`src/rtl/div_result_bcd.sv`:
```
// Sequential binary-to-BCD converter (double-dabble, one iteration per clock)
// placed after the divider; a divider error yields an all-F result with err set.
module div_result_bcd #(
    parameter int N = 8,
    parameter int D = 3
) (
    input  logic           clk,
    input  logic           rst,
    input  logic           start,
    input  logic [N-1:0]   quotient,
    input  logic           div_err,
    output logic           busy,
    output logic           done,
    output logic [4*D-1:0] bcd,
    output logic           err,
    output logic           state_dbg
);

    localparam int W  = 4*D + N;
    localparam int CW = $clog2(N+1);

    typedef enum logic {IDLE = 1'b0, SHIFT = 1'b1} state_t;

    state_t           state_q, state_d;
    logic [CW-1:0]    cnt_q, cnt_d;
    logic [W-1:0]     work_q, work_d;
    logic [4*D-1:0]   bcd_q, bcd_d;
    logic             err_q, err_d;
    logic             done_q, done_d;
    logic             busy_q, busy_d;
    logic [W-1:0]     adj;
    logic [W-1:0]     shifted;

    // Add-3 correction is applied per BCD nibble with no carry between nibbles.
    always_comb begin
        adj = work_q;
        for (int i = 0; i < D; i++) begin
            if (work_q[N+4*i +: 4] >= 4'd5) begin
                adj[N+4*i +: 4] = work_q[N+4*i +: 4] + 4'd3;
            end
        end
        shifted = {adj[W-2:0], 1'b0};
    end

    always_comb begin
        state_d = state_q;
        cnt_d   = cnt_q;
        work_d  = work_q;
        bcd_d   = bcd_q;
        err_d   = err_q;
        done_d  = 1'b0;
        busy_d  = busy_q;
        case (state_q)
            IDLE: begin
                busy_d = 1'b0;
                if (start) begin
                    if (div_err) begin
                        bcd_d  = '1;
                        err_d  = 1'b1;
                        done_d = 1'b1;
                    end else begin
                        work_d  = {{(4*D){1'b0}}, quotient};
                        cnt_d   = '0;
                        state_d = SHIFT;
                        busy_d  = 1'b1;
                    end
                end
            end
            SHIFT: begin
                work_d = shifted;
                cnt_d  = cnt_q + 1'b1;
                busy_d = 1'b1;
                if (cnt_q == CW'(N-1)) begin
                    bcd_d   = shifted[W-1:N];
                    err_d   = 1'b0;
                    done_d  = 1'b1;
                    busy_d  = 1'b0;
                    state_d = IDLE;
                end
            end
            default: begin
                state_d = IDLE;
                busy_d  = 1'b0;
            end
        endcase
    end

    always_ff @(posedge clk) begin
        if (rst) begin
            state_q <= IDLE;
            cnt_q   <= '0;
            work_q  <= '0;
            bcd_q   <= '0;
            err_q   <= 1'b0;
            done_q  <= 1'b0;
            busy_q  <= 1'b0;
        end else begin
            state_q <= state_d;
            cnt_q   <= cnt_d;
            work_q  <= work_d;
            bcd_q   <= bcd_d;
            err_q   <= err_d;
            done_q  <= done_d;
            busy_q  <= busy_d;
        end
    end

    assign busy      = busy_q;
    assign done      = done_q;
    assign bcd       = bcd_q;
    assign err       = err_q;
    assign state_dbg = state_q;

endmodule
```
`config.mk`:
```
export PLATFORM = sky130hd
export DESIGN_NAME = div_result_bcd
export DESIGN_NICKNAME = d
export VERILOG_FILES = /design/src/rtl/div_result_bcd.sv
export SDC_FILE = /design/constraint.sdc
export NUM_CORES = 1
export LEC_CHECK = 0
export BUFFER_PORTS_ARGS = -buffer_cell sky130_fd_sc_hd__buf_2
export CAP_MARGIN = 10
export CORE_UTILIZATION = 56
export CTS_CLUSTER_SIZE = 30
export DETAILED_ROUTE_END_ITERATION = 10
export GPL_TIMING_DRIVEN = 0
export PLACE_DENSITY = 0.79
export SLEW_MARGIN = 30
export SYNTH_ARGS = -nofsm -noshare
export SYNTH_HDL_FRONTEND = slang
export SYNTH_SLANG_ARGS = --single-unit
export TNS_END_PERCENT = 30
```
`constraint.sdc`:
```
create_clock -name clk -period 1.7 [get_ports clk]
set_input_delay 0.425 -clock clk [delete_from_list [all_inputs] [get_ports clk]]
set_output_delay 0.425 -clock clk [all_outputs]
set_load 0.02 [all_outputs]
```
* Word level (Yosys, flattened, before mapping)
Cells that the tools add are included.
Storage, ports and cells: bits in registers 39, latch bits 0, RAM bits 0, memory bits (read-only) 0, input port bits 12, output and inout port bits 16, memories 0
Operators by class: add/subtract/negate cells 4, $mul 0, div/mod/pow operators 0, magnitude comparators 3, equal/unequal tests 5, shift-type cells 0, multiplexer cells 25, bitwise logic cells 1, reductions and logical operators 2
Operators by type and width (count):
- 20-bit 2-to-1 mux | 2
- 20-bit case mux with 2 select lines | 1
- 12-bit 2-to-1 mux | 3
- 12-bit case mux with 2 select lines | 1
- 4-bit 2-to-1 mux | 4
- 4-bit by 3-bit greater-or-equal comparator with 1-bit output, second input constant | 3
- 1-bit 2-to-1 mux | 9
- 4-bit by 2-bit adder with 4-bit output, second input constant | 2
- 4-bit case mux with 2 select lines | 1
- 2-bit inequality test, second input constant | 3
- 1-bit case mux with 2 select lines | 3
- 4-bit by 1-bit adder with 4-bit output, second input constant | 1
- 4-bit by 3-bit equality test with 1-bit output, second input constant | 1
- 3-bit by 2-bit adder with 3-bit output, second input constant | 1
- 3-bit 2-to-1 mux | 1
- 3-bit AND reduction | 1
- 2-bit by 1-bit inequality test with 1-bit output, second input constant | 1
- 2-bit AND reduction | 1
- 1-bit NOT | 1

* Longest topological paths before layout
depth after elaboration 4, depth in mapped cells 6

* Worst setup path after synthesis
Ideal clock, no wire load.
path kind reg-to-reg, from register work_q[17], to register bcd_q[10] (netlist: bcd[10]), data arrival time 1332 ps, setup slack 265 ps, stages on the path, launching flop included 7, path buffers 0, period minus slack after synthesis 1435 ps, cells stage by stage dfxtp_1 inv_1 ha_1 nand2b_1 a21oi_4 nor2_1 a2111oi_2
Between the ends: cells in the longest elaborated chain, start to end 4, elaborated cells between the ends (all ways) 5
RTL lines:
- start, declared | line 26 | logic [W-1:0] work_q, work_d;
- start signal, assigned | line 100 | work_q <= work_d;
- 4-bit by 3-bit greater-or-equal comparator with 1-bit output or 3-bit by 2-bit adder with 3-bit output (tied branches) | line 38, 39
- 3-bit 2-to-1 mux (*) | line 38 | if (work_q[N+4*i +: 4] >= 4'd5) begin
- 12-bit 2-to-1 mux (*) | line 73 | if (cnt_q == CW'(N-1)) begin
- 12-bit case mux with 2 select lines (*) | line 53 | case (state_q)
- end signal, assigned | line 93 | bcd_q <= '0;
- end signal, assigned | line 101 | bcd_q <= bcd_d;
- end, declared | line 27 | logic [4*D-1:0] bcd_q, bcd_d;
Every way passes the cells marked *; elsewhere a longest branch is shown, timed or not. The select of a mux whose other input is x is not followed. A chain may end at the register's enable or synchronous reset.

* Worst setup path in the final report
from register work_q[13], to register bcd_q[6] (netlist: bcd[6])
Between the ends: cells in the longest elaborated chain, start to end 4, elaborated cells between the ends (all ways) 5
RTL lines (line):
- 4-bit by 2-bit adder with 4-bit output or 4-bit by 3-bit greater-or-equal comparator with 1-bit output (tied branches) | 39, 38
- 4-bit 2-to-1 mux (*) | 38
- 12-bit 2-to-1 mux (*) | 73
- 12-bit case mux with 2 select lines (*) | 53
Marked as above.

==> impl_results.md <==
- Die Y: 60.9 um
- Num CTS Buffers: 5
- CTS tree: done
- Final ANT Viol Nets: 0
- Hold Slack: 0.370 ns
- P_leak: 0.911 nW
- Via/cell ratio: 5.45
- Max Freq: 629 MHz
- Max Buffers Root-to-Sink: 2
- Synth-to-layout area growth: 13.2%
- Synth cell types: 38
- Starting Density: 58.3%
- Placer Congestion: 0.813
- Min-Delay Startpoint: quotient[0]
- Initial antenna violation count: 0
- Clk slew on worst S/H paths: 0.12 ns
- XOR/XNOR Fraction of Synth Area: 1.35%
- Post-synth top cells: dfxtp_1, nor2_1, a21oi_1, a211oi_1, nand2_1
- Area leader, netlist: dfxtp_1
- WL met2: 2000 um
- Port-buffer cells: 27
- WP data arrival: 1.85 ns
- Met1 WL: 1850 um
- RSZ-0062 raised after global routing: false
- R2R Path End: bcd[6]
- Synth Area in Compound Gates: 16.7%
- Worst slew pin tran: 0.525 ns
- Number of synthesized flops with an enable pin: 0
- FP Rows: 21
- Hold path endpoint: work_q[0]
- GR Overflow Total: 0
- Fin Clk Skew: 0.00996 ns
- Met3 WL post-DR: 139 um
- Syn_nets: 233
- Max_slew headroom: 65.0%
- IO Count: 28
- Status: complete, no violations
- Tcrit/Tclk final: 93.6%
- Mux share of post-synthesis cell area: 8.68%
- Final Hold Fails: 0
- Adder-cell share of the synthesized area: 4.50%
- Final setup violation count: 0
- H-Tree Depth: 2
- Wire per inst: 13.9 um
- DRC: 0
- Final core utilization: 66.0%
- Synth Instances: 214
- Clock period minus worst slack: 1.59 ns
- Post-Synth Simple-Gate Area: 22.8%
- Layout cells sized above 1: 25.0%
- Setup bufs post-CTS: 0
- Die area: 3710 um2
- Ranking of synthesized cells by area: dfxtp_1, nor2_1, a211oi_1, mux2i_1, ha_1
- Slew Limit Fails: 0
- Type of the most critical hold path: in2reg
- Vias in the first global route: 1461
- Top routing layer used: met4
- Yosys top cell area share: 40.1%
- Clock Latency Late Sink: 0.35 ns
- ANT cells: 0
- Hold Crit Depth: 3
- Core Box Area: 3340 um2
- #FFs+latches synth: 39
- Crit path kind: reg2reg
- Primary FF master, synth: dfxtp_1
- Via count: 1601
- WL final: 4080 um
- Reg2reg start: work_q[13]
- Asr flop ratio synth: 0%
- Die X: 60.9 um
- WP data required: 1.96 ns
- Reg2reg setup slack: 0.11 ns
- Largest net degree at the start of global routing: 12
- Critical Path End Type: register
- GRT Overall Usage: 24.5%
- First-pass GRT wire length: 6470 um
- Iter 0 DRT Violations: 84
- 1st-pass router iterations: 4
- Number of max-cap violations: 0
- Post-synthesis sequential area ratio: 40.1%
- VDD IR-drop max: 411 uV
- Setup_tns: 0 ns
- Max Fanout on Critical Path: 5
- DP Wirelength: 2900 um
- Startpoint types: register
- Syn avg cell area: 9.09 um2
- Synth Warn #: 0
- Cell Area, Synth: 1950 um2
- Sink Count: 39
- Hold buffer count at cts: 0
- Final nets: 267
- Largest family of logic cells by synthesized area: simple AND/OR/NAND/NOR gates
- Clk Tree Root Cell: clkbuf_4
- P per Cell Area: 814 nW/um2
- Worst r2r path cells: 6
## area by class of cell
type	instances	area, um2
fillers	313	1130
multi-input cells	155	1060
flip-flops and latches	39	782
repair buffers	27	135
plain buffers	13	86.3
well taps	46	57.6
clock buffers	6	51.3
inverters	7	26.3
clock inverters	1	5.00
## per-layer routing
metal | vias to the layer above | track usage (%)
met4 | 0 | 11.7
met2 | 36 | 41.1
met5 | - | 0
met1 | 737 | 29.1
met3 | 10 | 6.61
li1 | 818 | -
## cell families (layout without fill, tap and decap cells)
kind of cell	count (synthesis)	in the layout
XOR/XNOR	3	3
adder cells (fa/ha/maj)	7	7
multiplexers	16	16
AND/OR/NAND/NOR	84	84
flip-flops	39	39
buffers and inverters	20	54
AO/OA/AOI/OAI	45	45
## through the flow
step / area [um2] / power, W / cells / setup WS [ns]
2_1_floorplan: 1950 / 0.00123 / 214 / 0.265
3_3_place_gp: 2140 / 0.00131 / 287 / 0.130
3_5_place_dp: 2140 / 0.00132 / 287 / 0.0853
4_1_cts: 2190 / 0.00180 / 294 / 0.0623
5_1_grt: 2200 / 0.00189 / 294 / 0.0197
6_report: 2200 / 0.00179 / 294 / 0.109
## report_power, final
part	switching, W	internal [W]	total [W]
clock network	0.000296	0.000192	0.000488
logic	0.000184	0.000126	0.000310
registers	0.0000340	0.000961	0.000995
total	0.000514	0.00128	0.00179
## how the worst max path moves through the flow
stage                          start         to  slack, ns  depth (start not counted)
after floorplan           work_q[17]    bcd[10]       0.26                          6
after global placement         start  work_q[5]       0.13                          6
after detailed placement   work_q[9]     bcd[2]       0.09                          6
after CTS                  work_q[9]     bcd[2]       0.06                          6
after global routing      work_q[16]    bcd[10]       0.02                          6
final                     work_q[13]     bcd[6]       0.11                          6
## what timing repair did
action,4_1_cts,5_1_grt
endpoints found under the hold margin,0,0
resized for setup,0,2
setup endpoints to repair,0,2
## cell usage in the layout (no fill, tap or decap), types with 2 or more instances in the layout
cell       synthesis  routed
a21oi_1           14      14
clkbuf_4           0       5
nor2_1            39      39
dfxtp_1           39      38
a2111oi_2          3       3
buf_2              6      33
buf_4              2       2
mux2i_1            9       9
mux2_1             5       5
a211oi_1          13      13
clkbuf_1           2       2
nand2_2            3       3
o21ai_0            5       5
mux2_2             2       2
nand2_1           10      10
a21oi_4            2       3
nand3b_1           2       2
ha_1               7       7
nand2b_1           5       5
o22ai_1            2       2
nor2b_1            3       3
a31oi_1            4       4
nor3b_1            4       4
xnor2_1            3       3
nand4_1            2       2
inv_1              7       7
nand3_1            2       2
nor3_1             6       6
buf_6              3       3
## sequential cells by signal (all words and copies together) (netlist names)
name / cells
bcd: 12
err: 1
cnt_q: 4
done: 1
work_q: 20
busy: 1
## critical path: stages (launching register included)
cell and delay [ns]:
dfxtp_1 0.42, inv_1 0.08, ha_1 0.19, nand2b_1 0.18, a21oi_4 0.23, nor2_1 0.09, a2111oi_2 0.31
Note: power is estimated with default switching activity, not from simulation.
